`config.mk`:
```
export PLATFORM = sky130hd
export DESIGN_NAME = mul_rep_add_ctrl_flat
export DESIGN_NICKNAME = d
export VERILOG_FILES = /design/src/rtl/mul_rep_add_ctrl_pkg.sv /design/src/rtl/mul_rep_add_ctrl_if.sv /design/src/rtl/mul_rep_add_ctrl_iter_cnt.sv /design/src/rtl/mul_rep_add_ctrl.sv /design/src/flat_wrapper.sv
export SDC_FILE = /design/constraint.sdc
export NUM_CORES = 1
export LEC_CHECK = 0
export BUFFER_PORTS_ARGS = -buffer_cell sky130_fd_sc_hd__buf_4
export CAP_MARGIN = 20
export CORE_AREA = 2 2 50 52
export CTS_CLUSTER_DIAMETER = 150
export DETAILED_ROUTE_END_ITERATION = 10
export DIE_AREA = 0 0 52 54
export PLACE_DENSITY = 0.76
export SETUP_SLACK_MARGIN = 0.5
export SLEW_MARGIN = 30
export SYNTH_ARGS = -nofsm -noshare
export SYNTH_HDL_FRONTEND = slang
export SYNTH_SLANG_ARGS = --single-unit
```
`constraint.sdc`:
```
create_clock -name clk -period 4.9 [get_ports clk]
set_input_delay 0.49 -clock clk [delete_from_list [all_inputs] [get_ports clk]]
set_output_delay 0.49 -clock clk [all_outputs]
set_load 0.005 [all_outputs]
```
`src/rtl/mul_rep_add_ctrl_pkg.sv`:
```
// Shared types and defaults for the repeated-addition multiplier controller.
package mul_ctrl_pkg;

    localparam int DEF_WIDTH    = 16;
    localparam int DEF_MAX_ITER = 65535;
    localparam int STATE_W      = 3;

    typedef enum logic [STATE_W-1:0] {
        IDLE,
        GET_A,
        GET_B,
        ADD,
        DONE,
        ERR
    } state_t;

endpackage

```
`src/rtl/mul_rep_add_ctrl_if.sv`:
```
// Handshake/strobe bundle between the controller and the multiplier datapath.
// data_in is carried for the datapath side; the controller never looks at it.
interface mul_rep_add_ctrl_if #(parameter int WIDTH = 16) ();

    logic             start;
    logic             abort;
    logic             din_valid;
    logic             din_ready;
    logic [WIDTH-1:0] data_in;
    logic             eqz;
    logic             LdA;
    logic             LdB;
    logic             clrP;
    logic             LdP;
    logic             decB;
    logic             busy;
    logic             done;
    logic             err;
    logic [WIDTH-1:0] iter_cnt;

    // Requester/datapath side
    modport master (
        output start, abort, din_valid, data_in, eqz,
        input  din_ready, LdA, LdB, clrP, LdP, decB, busy, done, err, iter_cnt
    );

    // Controller side
    modport slave (
        input  start, abort, din_valid, eqz,
        output din_ready, LdA, LdB, clrP, LdP, decB, busy, done, err, iter_cnt
    );

endinterface

```
`src/rtl/mul_rep_add_ctrl_iter_cnt.sv`:
```
// Add-iteration counter: clear on op start, count each add, saturate at
// all-ones, and flag when the next add would exceed the iteration limit.
module mul_iter_cnt #(
    parameter int WIDTH    = 16,
    parameter int MAX_ITER = 65535
) (
    input  logic             clk,
    input  logic             rst,
    input  logic             clr,
    input  logic             inc,
    output logic [WIDTH-1:0] iter_cnt,
    output logic             at_limit
);

    localparam logic [WIDTH-1:0] LIMIT = WIDTH'(MAX_ITER);

    logic [WIDTH-1:0] cnt;

    // Counter register; holds its value between operations.
    always_ff @(posedge clk) begin
        if (rst)
            cnt <= '0;
        else if (clr)
            cnt <= '0;
        else if (inc && (cnt != '1))
            cnt <= cnt + 1'b1;
    end

    // A limit of zero turns the guard off entirely.
    always_comb begin
        at_limit = (MAX_ITER != 0) && (cnt >= LIMIT);
    end

    assign iter_cnt = cnt;

endmodule

```
`src/rtl/mul_rep_add_ctrl.sv`:
```
// Control FSM for the repeated-addition multiplier: collects A then B over the
// shared data bus, then adds A into P once per cycle until the B counter hits 0.
module mul_rep_add_ctrl
    import mul_ctrl_pkg::*;
#(
    parameter int WIDTH    = DEF_WIDTH,
    parameter int MAX_ITER = DEF_MAX_ITER
) (
    input  logic              clk,
    input  logic              rst,
    mul_rep_add_ctrl_if.slave bus
);

    state_t           state, state_nxt;
    logic             cnt_clr, cnt_inc, at_limit;
    logic [WIDTH-1:0] cnt;
    logic             din_ready, lda, ldb, clrp, ldp, decb, done, err;

    mul_iter_cnt #(.WIDTH(WIDTH), .MAX_ITER(MAX_ITER)) u_iter_cnt (
        .clk      (clk),
        .rst      (rst),
        .clr      (cnt_clr),
        .inc      (cnt_inc),
        .iter_cnt (cnt),
        .at_limit (at_limit)
    );

    // State register.
    always_ff @(posedge clk) begin
        if (rst)
            state <= IDLE;
        else
            state <= state_nxt;
    end

    // Next state and Mealy strobes; abort suppresses every strobe in its cycle.
    always_comb begin
        state_nxt = state;
        cnt_clr   = 1'b0;
        cnt_inc   = 1'b0;
        din_ready = 1'b0;
        lda       = 1'b0;
        ldb       = 1'b0;
        clrp      = 1'b0;
        ldp       = 1'b0;
        decb      = 1'b0;
        done      = 1'b0;
        err       = 1'b0;
        case (state)
            IDLE: begin
                if (bus.start && !bus.abort) begin
                    state_nxt = GET_A;
                    cnt_clr   = 1'b1;
                end
            end
            GET_A: begin
                if (bus.abort) begin
                    state_nxt = IDLE;
                end else begin
                    din_ready = 1'b1;
                    lda       = bus.din_valid;
                    if (bus.din_valid) state_nxt = GET_B;
                end
            end
            GET_B: begin
                if (bus.abort) begin
                    state_nxt = IDLE;
                end else begin
                    din_ready = 1'b1;
                    ldb       = bus.din_valid;
                    clrp      = bus.din_valid;
                    if (bus.din_valid) state_nxt = ADD;
                end
            end
            ADD: begin
                if (bus.abort) begin
                    state_nxt = IDLE;
                end else if (bus.eqz) begin
                    // B already zero: finish without an add so B=0 yields P=0
                    state_nxt = DONE;
                end else if (at_limit) begin
                    state_nxt = ERR;
                end else begin
                    ldp     = 1'b1;
                    decb    = 1'b1;
                    cnt_inc = 1'b1;
                end
            end
            DONE: begin
                done      = !bus.abort;
                state_nxt = IDLE;
            end
            ERR: begin
                err       = !bus.abort;
                state_nxt = IDLE;
            end
            default: state_nxt = IDLE;
        endcase
    end

    assign bus.din_ready = din_ready;
    assign bus.LdA       = lda;
    assign bus.LdB       = ldb;
    assign bus.clrP      = clrp;
    assign bus.LdP       = ldp;
    assign bus.decB      = decb;
    assign bus.busy      = (state != IDLE);
    assign bus.done      = done;
    assign bus.err       = err;
    assign bus.iter_cnt  = cnt;

endmodule

```
`src/flat_wrapper.sv`:
```
// flat-port wrapper written by rule: the top's interface ports become plain ports
module mul_rep_add_ctrl_flat import mul_ctrl_pkg::*;
#(
    parameter int WIDTH    = DEF_WIDTH,
    parameter int MAX_ITER = DEF_MAX_ITER
)
  (clk, rst, bus_start, bus_abort, bus_din_valid, bus_eqz, bus_din_ready, bus_LdA, bus_LdB, bus_clrP, bus_LdP, bus_decB, bus_busy, bus_done, bus_err, bus_iter_cnt);
  mul_rep_add_ctrl_if #(.WIDTH(WIDTH)) bus_i ();
  input  logic clk;
  input  logic rst;
  input wire logic [$bits(bus_i.start)-1:0] bus_start;
  input wire logic [$bits(bus_i.abort)-1:0] bus_abort;
  input wire logic [$bits(bus_i.din_valid)-1:0] bus_din_valid;
  input wire logic [$bits(bus_i.eqz)-1:0] bus_eqz;
  output wire logic [$bits(bus_i.din_ready)-1:0] bus_din_ready;
  output wire logic [$bits(bus_i.LdA)-1:0] bus_LdA;
  output wire logic [$bits(bus_i.LdB)-1:0] bus_LdB;
  output wire logic [$bits(bus_i.clrP)-1:0] bus_clrP;
  output wire logic [$bits(bus_i.LdP)-1:0] bus_LdP;
  output wire logic [$bits(bus_i.decB)-1:0] bus_decB;
  output wire logic [$bits(bus_i.busy)-1:0] bus_busy;
  output wire logic [$bits(bus_i.done)-1:0] bus_done;
  output wire logic [$bits(bus_i.err)-1:0] bus_err;
  output wire logic [$bits(bus_i.iter_cnt)-1:0] bus_iter_cnt;
  assign bus_i.start = bus_start;
  assign bus_i.abort = bus_abort;
  assign bus_i.din_valid = bus_din_valid;
  assign bus_i.eqz = bus_eqz;
  assign bus_din_ready = bus_i.din_ready;
  assign bus_LdA = bus_i.LdA;
  assign bus_LdB = bus_i.LdB;
  assign bus_clrP = bus_i.clrP;
  assign bus_LdP = bus_i.LdP;
  assign bus_decB = bus_i.decB;
  assign bus_busy = bus_i.busy;
  assign bus_done = bus_i.done;
  assign bus_err = bus_i.err;
  assign bus_iter_cnt = bus_i.iter_cnt;
  mul_rep_add_ctrl #(.WIDTH(WIDTH), .MAX_ITER(MAX_ITER)) u_core (.clk(clk), .rst(rst), .bus(bus_i));
endmodule
```
==> reports/metrics.yaml, run 1 <==
maxCapViolCount: 0
critPathCaptureType: "output pin"
grt-ovfl-total: 0
r2r_cells: 4
path_cells: "ha_1, nand4_1, nor4_2, buf_4, nor2_1, buf_4"
synth_xor_area_share_pct: 0.795
outcome: "complete, no violations"
cts_made_buffers: 3
regToRegEndpoint: "u_core.u_iter_cnt.iter_cnt[12]"
cts_resized: 0
routed_wl_um: 2780
grt_max_degree: 20
critical-path-top-delay-family: "simple AND/OR/NAND/NOR gates"
critPathBufInv: 2
synth_top_cell_area_share_pct: 34.5
postCtsSetupBuffers: 0
worstPathRequired_ps: 4410
antenna_found_initial: 0
hpwlAfterDp_um: 2010
synthDistinctLibCells: 34
io_pins: 31
drt_pass1_iterations: 4
syn_area_um2: 1100
synthesis.nets: 143
critPathKind: "reg -> out"
grt_pass1_vias: 1038
dpl.cell_count: 187
seqPwrFrac_pct: 54.8
grt_pass1_wl_um: 4600
synthAdderAreaFrac_pct: 1.14
arrival_ps: 2100
r2r_start: "u_core.state[0]"
synth.area.top_cells: "dfxtp_1, or4_1, a21oi_1, o31ai_1, nand2_1"
internal-power_uw: 217
hold_start: "rst"
synthCells: 136
yosys.area.top_type: "dfxtp_1"
port_buffers: 30
irDropWorstVdd_mv: 0.202
wl_per_cell_um: 14.5
drive_gt1_share_pct: 24.8
setup_viol: 0
ys_warn_count: 0
powerDensity_nw_per_um2: 224
synth_simple_gate_area_share_pct: 35.5
p_sw_share_pct: 28.4
cts.clk_slew.worst_paths_ps: 110
final_common_cell: "buf_4"
hold_viol: 0
fp.dieH_um: 54
hp-class: "in -> reg"
drc: 0
viasPerCell: 6.00
finalCritPeriodShare_pct: 52.9
rrSetupSlack_ps: 2560
slew_violations: 0
grt_setup_unrepaired: "false"
start_util_pct: 47.5
clock_skew_ps: 4.77
num_vias: 1146
rows: 18
cts_tree: "yes"
total_power_uw: 303
hold_depth: 2
cts_sinks: 19
synth-seq-cells: 19
crit_path_max_fanout: 17
pwr-share-comb_pct: 17.9
timing.hold.ws_ps: 359
drt_iter0_drc: 27
nets: 169
die_w_um: 52
power.switching_uw: 85.9
diodes: 0
synthMuxAreaShare_pct: 3.63
cp_slowest_cell: "dfxtp_1"
synth_top_family_by_area: "simple AND/OR/NAND/NOR gates"
ant_nets: 0
pwr-share-clk_pct: 27.3
area_growth_syn_to_layout_pct: 22.6
layout_common_cells: "buf_4, dfxtp_1, a21oi_1, nand2_1, or4_1"
critPathLaunchType: "flop"
max_stage_delay_ps: 410
coreArea_um2: 2320
worst_slew_pin_slew_ps: 566
gp_congestion: 0.790
syn_avg_cell_area_um2: 8.11
cpMostUsedCell: "buf_4"
htreeDepth: 1
leakage_uw: 0.000461
synth_compound_area_share_pct: 17.8
grt_usage_pct: 22.2
final_cells: 191
worstSkewPairLatency_ps: 300
setup_tns_ps: 0
synth-seq-area-share_pct: 34.5
num-fill-cells: 217
dieArea_um2: 2810
holdBufCountCts: 0
cts-root-buf: "clkbuf_4"
period_needed_ps: 2590
relSlewSlack_pct: 62.3
fmax_mhz: 386
worstHoldEndpoint: "u_core.state[2]"
clockBufferDepth: 2
-- worst reg2reg max path: cells and delay by family (launching register included) --
kind	cells	cell delay [ps]
compound gates	1	140
flops	1	490
simple gates	3	1640
-- synth_stat cells --
library cell	count
o41ai_1	3
or3b_4	1
nor2b_1	1
xnor2_1	1
o21ai_0	4
or3_1	2
nor2_1	3
nand3_1	6
nor3b_1	1
inv_1	5
clkbuf_1	5
buf_1	1
o31ai_1	7
nor4b_1	3
nor4bb_1	1
o211ai_1	1
buf_4	2
or4_1	12
a21oi_1	14
o221a_2	1
nand2_1	13
or2_2	3
buf_2	1
buf_6	1
ha_1	1
mux2i_1	4
nand4_1	4
nor4_1	4
nand2b_1	5
nor3_1	4
nand4b_1	1
a221oi_1	1
dfxtp_1	19
and4_1	1
-- metrics by stage --
step	utilization [%]	cell area (um2)	setup slack [ps]
6_report	58.3	1350	2310
3_5_place_dp	57.1	1330	2450
4_1_cts	58.3	1350	2320
2_1_floorplan	-	1100	2410
5_1_grt	58.3	1350	2160
3_3_place_gp	57.1	1330	2490
-- layer usage --
metal	track usage, %	routed length (um)
met4	11.0	48
met2	36.9	1310
met3	4.44	109
met1	27.2	1310
met5	0	0
-- cell families after synthesis --
| kind of cell | Yosys count |
|---|---|
| compound gates | 31 |
| xor+xnor | 1 |
| fa+ha+maj | 1 |
| buf+inv | 15 |
| flops | 19 |
| mux | 4 |
| simple gates | 65 |
-- worst max-delay path by stage --
stage	from	end	slack, ps	cells past startpoint
floorplan	u_core.u_iter_cnt.iter_cnt[0]	bus_decB	2410	6
global placement	bus_abort	u_core.u_iter_cnt.iter_cnt[12]	2490	5
detailed placement	bus_abort	u_core.u_iter_cnt.iter_cnt[12]	2450	5
CTS	u_core.u_iter_cnt.iter_cnt[0]	bus_LdP	2320	6
global route	u_core.u_iter_cnt.iter_cnt[0]	bus_decB	2160	6
finish	u_core.u_iter_cnt.iter_cnt[0]	bus_LdP	2310	6
-- cell type report --
cell class | count | area, um2 | area share, %
Multi-Input combinational cell | 102 | 656 | 48.5
Sequential cell | 19 | 380 | 28.1
Timing Repair Buffer | 31 | 233 | 17.2
Tap cell | 30 | 37.5 | 2.78
Clock buffer | 4 | 26.3 | 1.94
Inverter | 5 | 18.8 | 1.39
-- flip-flops by register name, indices dropped and copies added (netlist names) --
name,count
u_core.state,3
u_core.u_iter_cnt.iter_cnt,16
-- power by group through the flow --
| stage | combinational, uW | clock (uW) | sequential, uW |
|---|---|---|---|
| floorplan | 45.8 | 0 | 163 |
| global placement | 52.6 | 0 | 169 |
| detailed placement | 54.0 | 0 | 169 |
| CTS | 54.4 | 83.9 | 165 |
| global route | 61.4 | 89.6 | 167 |
| finish | 54.1 | 82.6 | 166 |
Power figures use the tool's default switching activity.
==> inputs of run 2 (changes only) <==
--- a/config.mk
+++ b/config.mk
@@ -7,11 +7,11 @@
 export LEC_CHECK = 0
 export BUFFER_PORTS_ARGS = -buffer_cell sky130_fd_sc_hd__buf_4
 export CAP_MARGIN = 20
-export CORE_AREA = 2 2 50 52
+export CORE_AREA = 2 2 52 54
 export CTS_CLUSTER_DIAMETER = 150
 export DETAILED_ROUTE_END_ITERATION = 10
-export DIE_AREA = 0 0 52 54
-export PLACE_DENSITY = 0.76
+export DIE_AREA = 0 0 54 56
+export PLACE_DENSITY = 0.73
 export SETUP_SLACK_MARGIN = 0.5
 export SLEW_MARGIN = 30
 export SYNTH_ARGS = -nofsm -noshare
==> constraint.sdc (replaced) <==
create_clock -name clk -period 2.2 [get_ports clk]
set_input_delay 0.22 -clock clk [delete_from_list [all_inputs] [get_ports clk]]
set_output_delay 0.22 -clock clk [all_outputs]
set_load 0.005 [all_outputs]
==> run 2 against run 1 <==
Effect of this change: die area up 7.7%; first-iteration DRC count up 7.4%; largest power group unchanged; final cell count up 11%; total power up 130%; worst hold slack worse by 280 ps; critical endpoint is now u_core.u_iter_cnt.iter_cnt[10]; clock power up 120%; worst setup slack worse by 2100 ps.
==> reports/metrics.yaml, run 2 (synthesis results as in run 1) <==
outcome: "complete, no violations"
hold_depth: 2  # unchanged
routed_wl_um: 3310  # +19%
grt-ovfl-total: 0  # unchanged
hold_viol: 0  # unchanged
fmax_mhz: 495
crit_path_max_fanout: 5  # -12
worst_slew_pin_slew_ps: 600  # +33.7 ps
start_util_pct: 45.3  # -2.2 points
clock_skew_ps: 8.63  # +3.86 ps
largest_reg_flops: 16  # unchanged
grt_max_degree: 14  # -30%
hpwlAfterDp_um: 2030  # +0.95%
cts.clk_slew.worst_paths_ps: 110  # about the same
final_common_cell: "buf_4"
maxCapViolCount: 0  # unchanged
leakage_uw: 0.000586  # +27%
r2r_cells: 5  # +1
hold_start: "rst"
relSlewSlack_pct: 59.8  # -2.5 points
cts-root-buf: "clkbuf_4"
viasPerCell: 5.99  # -0.16%
wl_per_cell_um: 15.6  # +7.5%
coreArea_um2: 2430  # +4.9%
drc: 0  # unchanged
cp_slowest_cell: "or4_4"
ant_nets: 0  # unchanged
holdBufCountCts: 0  # unchanged
slew_violations: 0  # unchanged
layout_common_cells: "buf_4, nand2_1, a21oi_1, dfxtp_1, or4_1"
setup_slack_ps: 180  # -2130 ps
period_needed_ps: 2020
grt_usage_pct: 22.8  # +0.59 points
drive_gt1_share_pct: 46.7  # +22 points
worstHoldEndpoint: "u_core.state[2]"
irDropWorstVdd_mv: 0.537  # +170%
setup_viol: 0  # unchanged
port_buffers: 30  # unchanged
drt_iter0_drc: 29  # +7.4%
clockBufferDepth: 2  # unchanged
regToRegEndpoint: "u_core.u_iter_cnt.iter_cnt[10]"
critPathKind: "reg -> reg"
rows: 18  # unchanged
htreeDepth: 1  # unchanged
drt_pass1_iterations: 4  # unchanged
timing.hold.ws_ps: 77.4  # -281 ps
dieArea_um2: 3020  # +7.7%
io_pins: 31  # unchanged
hp-class: "in -> reg"
finalCritPeriodShare_pct: 91.8
critPathCaptureType: "flop"
path_cells: "or3b_4, buf_6, or4_4, or3_4, a21oi_2"
worstSkewPairLatency_ps: 310  # about the same
grt_pass1_vias: 1158  # +12%
grt_setup_unrepaired: "true"
setup_tns_ps: 0  # unchanged
antenna_found_initial: 0  # unchanged
powerDensity_nw_per_um2: 423  # +89%
cts_sinks: 19  # unchanged
r2r_start: "u_core.state[0]"
cts_made_buffers: 3  # unchanged
worstPathRequired_ps: 2430  # -1980 ps
die_w_um: 54  # +3.8%
arrival_ps: 2250  # +150 ps
diodes: 0  # unchanged
gp_congestion: 0.887  # +12%
area_growth_syn_to_layout_pct: 52.1
nets: 190  # +12%
rrSetupSlack_ps: 180  # -2380 ps
grt_pass1_wl_um: 5260  # +14%
dp_slack_ps: 81.3  # -2370 ps
critPathLaunchType: "flop"
max_stage_delay_ps: 560  # +150 ps
num_vias: 1270  # +11%
fp.dieH_um: 56  # +3.7%
cts_tree: "yes"
## run 2: cell types whose count changed in the layout (fill, tap and decap cells not counted), moves of 3 or more
cell	delta
buf_4	+18
dfxtp_1	-8
dfxtp_2	+6
nor4_4	+3
o41ai_1	-3
or4_4	+3
## run 2: layer usage
metal / routed length, um / share of wire, % / global-route usage, % / vias up
met4: 76 / 2.3 / 6.79 / 0
met2: 1680 / 51 / 37.8 / 33
met3: 139 / 4.2 / 6.45 / 8
met5: 0 / 0 / 0 / -
met1: 1410 / 43 / 27.7 / 616
li1: - / - / - / 613
## run 2: final cells by class
cell class / count / area (um2)
Clock buffer: 3 / 22.5
Clock inverter: 1 / 5.00
Fill cell: 197 / 756
Inverter: 5 / 18.8
Multi-Input combinational cell: 103 / 807
Sequential cell: 19 / 395
Tap cell: 30 / 37.5
Timing Repair Buffer: 51 / 390
## run 2: worst max-delay path by stage
stage          slack (ps)            start                              to  cells past startpoint
2_1_floorplan         120  u_core.state[0]  u_core.u_iter_cnt.iter_cnt[12]                      6
3_3_place_gp          170  u_core.state[0]  u_core.u_iter_cnt.iter_cnt[15]                      4
3_5_place_dp           80  u_core.state[0]  u_core.u_iter_cnt.iter_cnt[12]                      4
4_1_cts               180  u_core.state[0]  u_core.u_iter_cnt.iter_cnt[12]                      4
5_1_grt               150  u_core.state[0]  u_core.u_iter_cnt.iter_cnt[10]                      5
6_report              180  u_core.state[0]  u_core.u_iter_cnt.iter_cnt[10]                      5
## run 2: per-stage QoR
stage / cell area (um2) / util (%) / instances / total power, uW
2_1_floorplan: 1200 / - / 136 / 467
3_3_place_gp: 1410 / 57.9 / 191 / 496
3_5_place_dp: 1410 / 57.9 / 191 / 501
4_1_cts: 1580 / 65.1 / 208 / 706
5_1_grt: 1680 / 68.9 / 212 / 746
6_report: 1680 / 68.9 / 212 / 709
## run 2: critical path: cells and delay by family, from the launching register on
family	cells	cell delay (ps)
buf+inv	1	140
flops	1	360
simple gates	3	1300
compound gates	1	150
## run 2: power breakdown
part           switching, uW  internal [uW]
logic                   85.5           81.7
registers               4.91            354
clock network            115           67.9
total                    205            504
## run 2: what timing repair did
item / in CTS / in global routing
cloned: 1 / 0
buffers inserted: 12 / 4
endpoints found under the setup margin: 22 / 22
gates resized for setup: 15 / 11
pin swaps: 5 / 5
